$ cat src/rtl/tpu_host_master.sv
// Bus initiator for the 8x8 TPU: loads A, B and C rows from an input stream,
// triggers the multiply, then streams the C half-rows back out.
module tpu_host_master #(
  parameter int DIM      = 8,
  parameter int DATAW    = 64,
  parameter int ADDRW    = 16,
  parameter int WAIT_CYC = 24,
  parameter int RD_LAT   = 1
) (
  input  logic             clk,
  input  logic             rst_n,
  input  logic             start,
  input  logic             load_c,
  output logic             busy,
  output logic             done,
  input  logic [DATAW-1:0] in_data,
  input  logic             in_valid,
  output logic             in_ready,
  output logic [DATAW-1:0] out_data,
  output logic             out_valid,
  input  logic             out_ready,
  output logic             out_last,
  output logic [ADDRW-1:0] bus_addr,
  output logic [DATAW-1:0] bus_wdata,
  output logic             bus_r_w,
  input  logic [DATAW-1:0] bus_rdata
);

  localparam int IW = $clog2(2 * DIM);
  localparam int CW = $clog2(WAIT_CYC + RD_LAT + 1);

  localparam logic [IW-1:0]    ROW_LAST  = IW'(DIM - 1);
  localparam logic [IW-1:0]    WORD_LAST = IW'(2 * DIM - 1);
  localparam logic [CW-1:0]    WAIT_LAST = CW'(WAIT_CYC - 1);
  localparam logic [CW-1:0]    RD_LAST   = CW'(RD_LAT);
  localparam logic [ADDRW-1:0] A_BASE    = ADDRW'(16'h0100);
  localparam logic [ADDRW-1:0] B_BASE    = ADDRW'(16'h0200);
  localparam logic [ADDRW-1:0] C_BASE    = ADDRW'(16'h0300);
  localparam logic [ADDRW-1:0] TRIG_ADDR = ADDRW'(16'h0400);

  typedef enum logic [2:0] {IDLE, LD_A, LD_B, LD_C, GO, WAIT, RD, OUT} state_t;

  state_t           state;
  state_t           ld_next;
  logic             load_c_q;
  logic [IW-1:0]    idx;
  logic [CW-1:0]    cnt;
  logic [ADDRW-1:0] ld_base;
  logic [IW-1:0]    ld_last;
  logic             in_hs;
  logic             ld_write;

  function automatic logic [ADDRW-1:0] word_addr(input logic [ADDRW-1:0] base,
                                                 input logic [IW-1:0] i);
    return base + ADDRW'({i, 3'b000});
  endfunction

  assign busy     = (state != IDLE);
  assign in_ready = (state == LD_A) || (state == LD_B) || ((state == LD_C) && load_c_q);
  assign in_hs    = in_valid && in_ready;
  // Without C-init data the C phase writes one zero word every cycle.
  assign ld_write = in_hs || ((state == LD_C) && !load_c_q);

  always_comb begin
    ld_base = A_BASE;
    ld_last = ROW_LAST;
    ld_next = LD_B;
    case (state)
      LD_B: begin
        ld_base = B_BASE;
        ld_next = LD_C;
      end
      LD_C: begin
        ld_base = C_BASE;
        ld_last = WORD_LAST;
        ld_next = GO;
      end
      default: ;
    endcase
  end

  always_ff @(posedge clk or negedge rst_n) begin
    if (!rst_n) begin
      state     <= IDLE;
      load_c_q  <= 1'b0;
      idx       <= '0;
      cnt       <= '0;
      done      <= 1'b0;
      out_data  <= '0;
      out_valid <= 1'b0;
      out_last  <= 1'b0;
      bus_addr  <= '0;
      bus_wdata <= '0;
      bus_r_w   <= 1'b0;
    end else begin
      done      <= 1'b0;
      bus_r_w   <= 1'b0;
      bus_wdata <= '0;
      case (state)
        IDLE: begin
          bus_addr <= '0;
          if (start) begin
            load_c_q <= load_c;
            idx      <= '0;
            state    <= LD_A;
          end
        end
        LD_A, LD_B, LD_C: begin
          if (ld_write) begin
            bus_r_w   <= 1'b1;
            bus_addr  <= word_addr(ld_base, idx);
            bus_wdata <= in_hs ? in_data : '0;
            if (idx == ld_last) begin
              idx   <= '0;
              state <= ld_next;
            end else begin
              idx <= idx + IW'(1);
            end
          end else begin
            bus_addr <= '0;
          end
        end
        GO: begin
          bus_r_w  <= 1'b1;
          bus_addr <= TRIG_ADDR;
          cnt      <= '0;
          state    <= WAIT;
        end
        WAIT: begin
          bus_addr <= '0;
          if (cnt == WAIT_LAST) begin
            cnt      <= '0;
            idx      <= '0;
            bus_addr <= C_BASE;
            state    <= RD;
          end else begin
            cnt <= cnt + CW'(1);
          end
        end
        // The read address is held through OUT so a stalled word keeps its source visible.
        RD: begin
          if (cnt == RD_LAST) begin
            out_data  <= bus_rdata;
            out_valid <= 1'b1;
            out_last  <= (idx == WORD_LAST);
            state     <= OUT;
          end else begin
            cnt <= cnt + CW'(1);
          end
        end
        OUT: begin
          if (out_ready) begin
            out_valid <= 1'b0;
            out_last  <= 1'b0;
            if (idx == WORD_LAST) begin
              done     <= 1'b1;
              bus_addr <= '0;
              state    <= IDLE;
            end else begin
              idx      <= idx + IW'(1);
              cnt      <= '0;
              bus_addr <= word_addr(C_BASE, idx + IW'(1));
              state    <= RD;
            end
          end
        end
        default: state <= IDLE;
      endcase
    end
  end

endmodule

$ cat config.mk
export PLATFORM = sky130hd
export DESIGN_NAME = tpu_host_master
export DESIGN_NICKNAME = d
export VERILOG_FILES = /design/src/rtl/tpu_host_master.sv
export SDC_FILE = /design/constraint.sdc
export NUM_CORES = 1
export LEC_CHECK = 0
export ABC_AREA = 1
export ABC_CLOCK_PERIOD_IN_PS = 2200
export CORE_AREA = 2 2 117 119
export CTS_BUF_LIST = sky130_fd_sc_hd__clkbuf_4
export DETAILED_ROUTE_END_ITERATION = 8
export DIE_AREA = 0 0 119 121
export DONT_BUFFER_PORTS = 1
export SETUP_SLACK_MARGIN = 0.2
export SLEW_MARGIN = 20
export SYNTH_ARGS = -nofsm -noshare
export SYNTH_HDL_FRONTEND = slang
export SYNTH_SLANG_ARGS = --single-unit
$ cat constraint.sdc
create_clock -name clk -period 2.2 [get_ports clk]
set_input_delay 0.22 -clock clk [delete_from_list [all_inputs] [get_ports clk]]
set_output_delay 0.22 -clock clk [all_outputs]
set_load 0.1 [all_outputs]
==> impl_metrics.py, run 1 <==
metrics = {
    "setup_path": {
        "cp-start-kind": "flop",
        "slowest_delay_ps": 410,
        "crit_path_max_fanout": 11,
        "cp-end-kind": "output pin",
        "reg2reg_slack_ps": 330,
        "crit_path_cell_trace": "buf_6 > nor2_4 > inv_2 > nor2_4 > inv_1 > buf_8",
        "criticalPathCategory": "flop to output pin",
        "slowest_stage": "dfrtp_1",
        "r2r-start": "cnt[1]",
        "path_common_cell": "nor2_4",
        "arrival_ps": 1690,
        "startpoint": "state[1]",
        "crit_required_ps": 1980,
    },
    "outcome": {
        "outcome": "complete, but fails checks",
        "violations": "negative hold slack",
    },
    "yosys": {
        "synthesis.area_um2": 6050,
        "synth_simple_gate_area_share_pct": 25.5,
        "synthXorXnorAreaFrac_pct": 0.724,
        "synthMuxAreaShare_pct": 0,
        "ys_types": 26,
        "ys_seq_elements": 152,
        "avgSynthCellArea_um2": 8.80,
        "synth_fa_ha_area_share_pct": 0.620,
        "synth_top_family_by_area": "simple AND/OR/NAND/NOR gates",
        "yosys_warnings": 0,
        "synth-compound-area-share_pct": 1.59,
        "synthCells": 688,
        "synth.yosys.seq_area_share_pct": 62.8,
    },
    "grt": {
        "overflow": 0,
        "grt_max_degree": 153,
        "grt_use_total_pct": 23.8,
        "grt_pass1_vias": 5485,
        "grt_antenna_before_repair": 0,
        "grt_first_pass_wirelength_um": 26700,
    },
    "cells_and_area": {
        "multi_input_comb_area_um2": 1770,
        "final_common_cell": "nand2_1",
        "regArea_um2": 3800,
        "most-common-layout-cells": "281 x nand2_1, 151 x dfrtp_1, 132 x dlygate4sd3_1, 109 x buf_4, 86 x inv_1",
        "postLayoutCellArea_um2": 8680,
        "syn_to_final_growth_pct": 43.4,
        "drive_above_1_share_pct": 17.5,
        "nets": 1067,
        "num-fill-cells": 965,
    },
    "sta": {
        "final.setup.worst_slack_ps": 286,
        "rsz0062_at_grt": "true",
        "setup_viol": 0,
        "max_clock_freq_mhz": 522,
        "post-route-period-util_pct": 87.0,
        "hold_viol_final": 152,
        "whs_ps": -646,
        "relSlewSlack_pct": 40.0,
        "drv_slew": 0,
        "period_needed_ps": 1910,
        "setup-tns-final_ps": 0,
        "tightest_slew_ps": 901,
        "skew_ps": 15.2,
    },
    "drt": {
        "drt_wl_total_um": 16900,
        "num_vias": 5215,
        "wl_per_cell_um": 15.1,
        "drtAntennaViolNets": 0,
        "firstDrtPassIters": 4,
        "viasPerCell": 4.66,
        "dr.first_iter.drc_count": 244,
        "wl_met1_um": 6130,
        "highest_layer": "met4",
        "met3_length_um": 1270,
        "remaining_drc_errors": 0,
        "dr_wl_met2_um": 9010,
    },
    "cts": {
        "cts_hold_buf": 132,
        "cts_tree": "done",
        "htree_levels": 4,
        "clockBufferDepth": 2,
        "clkLatencyLatePin_ps": 540,
        "cts_root_buf": "clkbuf_4",
        "clk_pin_slew_ps": 130,
        "cts.sink_count": 152,
        "cts_buffers": 17,
    },
    "flow_run": {
        "maxCapViolCount": 0,
    },
    "power": {
        "p_leak_nw": 4.62,
        "powerDensity_nw_per_um2": 1540,
        "ir_drop_mv": 0.995,
    },
    "floorplanning": {
        "pin_count": 284,
        "placementRows": 42,
        "start_util_pct": 46.3,
        "die_h_um": 121,
        "fp.dieArea_um2": 14400,
        "coreArea_um2": 13100,
        "die_w_um": 119,
    },
    "place": {
        "gp_congestion": 0.917,
        "place_area_um2": 6940,
        "post-place-ws_ps": 132,
        "dpl.hpwl_um": 10300,
        "portBuffers": 0,
    },
    "worst_hold_path": {
        "hold_class": "input pin to async pin",
    },
}
routing by layer:
metal  vias to the layer above  track usage [%]
li1                       2499                -
met1                      2458             25.8
met2                       227             42.9
met3                        31             7.80
met4                         0             9.90
met5                         -                0
cell type report:
class	instances	area share, %
inverter	89	3.85
clock inverter	14	2.00
sequential	152	43.8
antenna	1	0.0288
tap	176	2.54
timing repair buffer	247	25.9
multi-input combinational	423	20.4
clock buffer	17	1.47
cell families after synthesis:
| group | count (synthesis) |
|---|---|
| AO/OA/AOI/OAI | 18 |
| XOR/XNOR | 5 |
| adder cells (fa/ha/maj) | 3 |
| buffers and inverters | 121 |
| flip-flops | 152 |
| other | 1 |
| AND/OR/NAND/NOR | 388 |
registers in the layout, indices dropped and copies added (netlist names):
register and flops:
bus_wdata 64, out_data 64, bus_addr 7, cnt 5
idx 4, state 3, bus_r_w 1, done 1
load_c_q 1, out_last 1, out_valid 1
cell usage after synthesis:
| cell | count | share of area, % |
|---|---|---|
| nor2_1 | 74 | 4.6 |
| nand3_1 | 15 | 1.2 |
| conb_1 | 1 | 0.062 |
| buf_2 | 18 | 1.5 |
| nand3_2 | 1 | 0.17 |
| nand2_1 | 281 | 17 |
| xor2_1 | 5 | 0.72 |
| clkbuf_1 | 2 | 0.12 |
| a21oi_1 | 7 | 0.58 |
| nand3b_1 | 1 | 0.12 |
| dfrtp_1 | 152 | 63 |
| nor2_4 | 2 | 0.37 |
| ha_1 | 3 | 0.62 |
| o2111ai_1 | 1 | 0.14 |
| inv_2 | 2 | 0.12 |
| nand4_2 | 1 | 0.21 |
| buf_6 | 1 | 0.19 |
| nor2_2 | 6 | 0.62 |
| nand4_1 | 3 | 0.31 |
| buf_4 | 11 | 1.4 |
| or2_1 | 1 | 0.10 |
| o21ai_0 | 8 | 0.66 |
| o21a_1 | 1 | 0.12 |
| o21ai_1 | 1 | 0.083 |
| nand2_2 | 3 | 0.31 |
| inv_1 | 87 | 5.4 |
power breakdown:
group	internal, mW	switching [mW]
clock	0.790	1.02
sequential	3.45	1.46
combinational	1.46	5.20
total	5.69	7.69
through the flow:
stage          util [%]  hold WS [ps]  power, mW  cells
3_5_place_dp       53.1         -71.7       11.1    947
3_3_place_gp       53.1         -71.1       11.1    947
4_1_cts            65.6          -702       13.2   1110
2_1_floorplan         -         -75.6       9.88    696
5_1_grt            66.3          -709       13.9   1118
6_report           66.3          -646       13.4   1119
critical path, delay by kind of cell, from the launching register on:
| family | cells | cell delay [ps] |
|---|---|---|
| buf+inv | 4 | 470 |
| flops | 1 | 410 |
| simple gates | 2 | 260 |
worst paths after layout:
path                                endpoint  depth (start not counted)
worst max-delay path                    busy                          6
max in group asynchronous       out_data[37]                          0
worst min-delay path             bus_addr[5]                          0
worst min register to register  out_data[35]                          2
min in group clk                bus_wdata[5]                          3
worst max register to register  out_data[49]                          9
timing repair:
action | 4_1_cts | 5_1_grt
pin swaps | 0 | 2
gates resized for setup | 5 | 10
hold endpoints to repair | 282 | 152
setup endpoints to repair | 7 | 8
buffers inserted | 0 | 8
Power figures use the tool's default switching activity.
==> run 2, diff against run 1 <==
--- a/config.mk
+++ b/config.mk
@@ -12,7 +12,7 @@
 export DETAILED_ROUTE_END_ITERATION = 8
 export DIE_AREA = 0 0 119 121
 export DONT_BUFFER_PORTS = 1
-export SETUP_SLACK_MARGIN = 0.2
+export SETUP_SLACK_MARGIN = 0.3
 export SLEW_MARGIN = 20
 export SYNTH_ARGS = -nofsm -noshare
 export SYNTH_HDL_FRONTEND = slang
==> run 2 against run 1 <==
Effect of this change: register-to-register slack got worse by 20 ps; via count about the same; first-iteration DRC count grew 8.6%; final cell count is 0.18% higher; the flow still finishes with violations (negative hold slack); non-clock buffer count increased by 2; sequential share of layout area fell by 0.13 points; sequential power about the same; largest cell class unchanged; design area increased by 0.30%; routed wire length down 0.30%; largest power group unchanged.
==> impl_metrics.py, run 2 (synthesized netlist as in run 1, its figures left out) <==
metrics = {
    "sta": {
        "final.setup.worst_slack_ps": 303,
        "hold_viol_final": 152,
        "setup_viol": 0,
        "max_clock_freq_mhz": 527,
        "skew_ps": 11.1,
        "tightest_slew_ps": 900,
        "rsz0062_at_grt": "true",
        "setup-tns-final_ps": 0,
        "whs_ps": -643,
        "period_needed_ps": 1900,
        "drv_slew": 0,
        "post-route-period-util_pct": 86.2,
        "relSlewSlack_pct": 40.0,
    },
    "grt": {
        "grt_pass1_vias": 5526,
        "top_usage_layer": "met2",
        "grt_use_met3_pct": 7.80,
        "grt_max_degree": 153,
        "grt_first_pass_wirelength_um": 26800,
        "grtUsageMet2_pct": 43.4,
        "grt_antenna_before_repair": 0,
        "grt_use_total_pct": 23.9,
        "met1_usage_pct": 25.6,
        "overflow": 0,
    },
    "cells_and_area": {
        "final_core_util_pct": 66.5,
        "top_regs": "bus_wdata (64), out_data (64), bus_addr (7)",
        "syn_to_final_growth_pct": 43.8,
        "most-common-layout-cells": "281 x nand2_1, 151 x dfrtp_1, 132 x dlygate4sd3_1, 111 x buf_4, 85 x inv_1",
        "drive_above_1_share_pct": 17.9,
        "stdcell_count": 1121,
        "final_common_cell": "nand2_1",
        "nets": 1069,
    },
    "power": {
        "power_switching_mw": 7.70,
        "swShare_pct": 57.3,
        "powerDensity_nw_per_um2": 1540,
        "pwr-share-seq_pct": 36.5,
        "pwr-share-comb_pct": 50.0,
        "p_int_mw": 5.73,
        "clkPwrFrac_pct": 13.5,
        "p_leak_nw": 4.64,
        "ir_drop_mv": 0.992,
    },
    "setup_path": {
        "crit_path_max_fanout": 7,
        "criticalPathCategory": "flop to output pin",
        "r2r-start": "state[1]",
        "worstReg2RegEnd": "load_c_q",
        "cp-end-kind": "output pin",
        "cp-start-kind": "flop",
        "arrival_ps": 1680,
        "reg2reg_slack_ps": 310,
        "crit_required_ps": 1980,
        "r2r_cells": 9,
    },
    "outcome": {
        "violations": "negative hold slack",
        "outcome": "complete, but fails checks",
    },
    "drt": {
        "drtAntennaViolNets": 0,
        "dr.first_iter.drc_count": 265,
        "wl_per_cell_um": 15.0,
        "drt_wl_total_um": 16800,
        "firstDrtPassIters": 5,
        "num_vias": 5217,
        "viasPerCell": 4.65,
        "remaining_drc_errors": 0,
    },
    "floorplanning": {
        "die_h_um": 121,
        "die_w_um": 119,
        "coreArea_um2": 13100,
        "fp.dieArea_um2": 14400,
        "pin_count": 284,
        "placementRows": 42,
        "start_util_pct": 46.3,
    },
    "cts": {
        "htree_levels": 4,
        "cts_buffers": 17,
        "clockBufferDepth": 2,
        "cts_root_buf": "clkbuf_4",
        "cts_tree": "done",
        "clkLatencyLatePin_ps": 540,
        "clk_pin_slew_ps": 130,
        "cts.sink_count": 152,
        "cts_hold_buf": 132,
    },
    "place": {
        "portBuffers": 0,
        "dpl.hpwl_um": 10300,
        "place_inst": 947,
        "post-place-ws_ps": 132,
        "gp_congestion": 0.917,
    },
    "worst_hold_path": {
        "hold_class": "input pin to async pin",
    },
    "flow_run": {
        "maxCapViolCount": 0,
    },
}
## run 2: cell count changes in the layout (fill, tap and decap cells not counted)
| cell | before | now |
|---|---|---|
| buf_4 | 109 | 111 |
| inv_4 | 0 | 1 |
| buf_12 | 4 | 5 |
| inv_1 | 86 | 85 |
| buf_8 | 1 | 0 |
| o21ai_1 | 1 | 0 |
| o21ai_2 | 0 | 1 |
## run 2: through the flow
stage / area [um2] / hold WS [ps] / total power [mW]
global placement: 6940 / -71.1 / 11.1
global route: 8700 / -710 / 14.0
CTS: 8650 / -702 / 13.3
floorplan: 6080 / -75.6 / 9.88
detailed placement: 6940 / -71.7 / 11.1
finish: 8710 / -643 / 13.4
## run 2: worst max path at each step
stage | start | cells after the start | slack [ps] | end
floorplan | state[2] | 3 | 510 | in_ready
global placement | cnt[0] | 8 | 240 | cnt[0]
detailed placement | cnt[0] | 8 | 130 | cnt[1]
CTS | state[1] | 6 | 270 | busy
global route | state[1] | 6 | 220 | busy
finish | state[1] | 6 | 300 | busy
## run 2: layout make-up
| type | count | area [um2] |
|---|---|---|
| Clock inverter | 14 | 174 |
| Inverter | 89 | 337 |
| Sequential cell | 152 | 3800 |
| Timing Repair Buffer | 249 | 2270 |
| Antenna cell | 1 | 2.50 |
| Fill cell | 953 | 4380 |
| Tap cell | 176 | 220 |
| Multi-Input combinational cell | 423 | 1770 |
| Clock buffer | 17 | 128 |
## run 2: what timing repair did
item,CTS,global route
setup endpoints to repair,7,56
pin swaps,2,2
gates resized for setup,14,5
hold endpoints to repair,282,152
buffers inserted,4,6
## run 2: critical path, stage by stage (launching register included)
cell     delay (ps)
dfrtp_1         410
buf_6           140
nor2_4          150
inv_2            70
nor2_4          140
inv_2            60
buf_12          160
## run 2: power by group through the flow
stage | logic [mW] | registers, mW | clock network [mW]
detailed placement | 6.19 | 4.95 | 0
CTS | 6.59 | 4.89 | 1.86
global route | 7.03 | 4.97 | 1.99
floorplan | 1.51 | 8.37 | 0
global placement | 6.11 | 4.94 | 0
finish | 6.72 | 4.90 | 1.81
## run 2: metal layers
metal	routed length, um	vias to the layer above
met2	9080	220
met3	1250	30
met5	0	-
met1	6030	2467
met4	449	0
li1	-	2500
==> run 3, diff against run 2 <==
--- a/config.mk
+++ b/config.mk
@@ -7,13 +7,13 @@
 export LEC_CHECK = 0
 export ABC_AREA = 1
 export ABC_CLOCK_PERIOD_IN_PS = 2200
+export CAP_MARGIN = 20
 export CORE_AREA = 2 2 117 119
 export CTS_BUF_LIST = sky130_fd_sc_hd__clkbuf_4
 export DETAILED_ROUTE_END_ITERATION = 8
 export DIE_AREA = 0 0 119 121
 export DONT_BUFFER_PORTS = 1
 export SETUP_SLACK_MARGIN = 0.3
-export SLEW_MARGIN = 20
 export SYNTH_ARGS = -nofsm -noshare
 export SYNTH_HDL_FRONTEND = slang
 export SYNTH_SLANG_ARGS = --single-unit
==> results of run 3 <==
No change in the layout: final DEF, timing and power equal those of run 2.
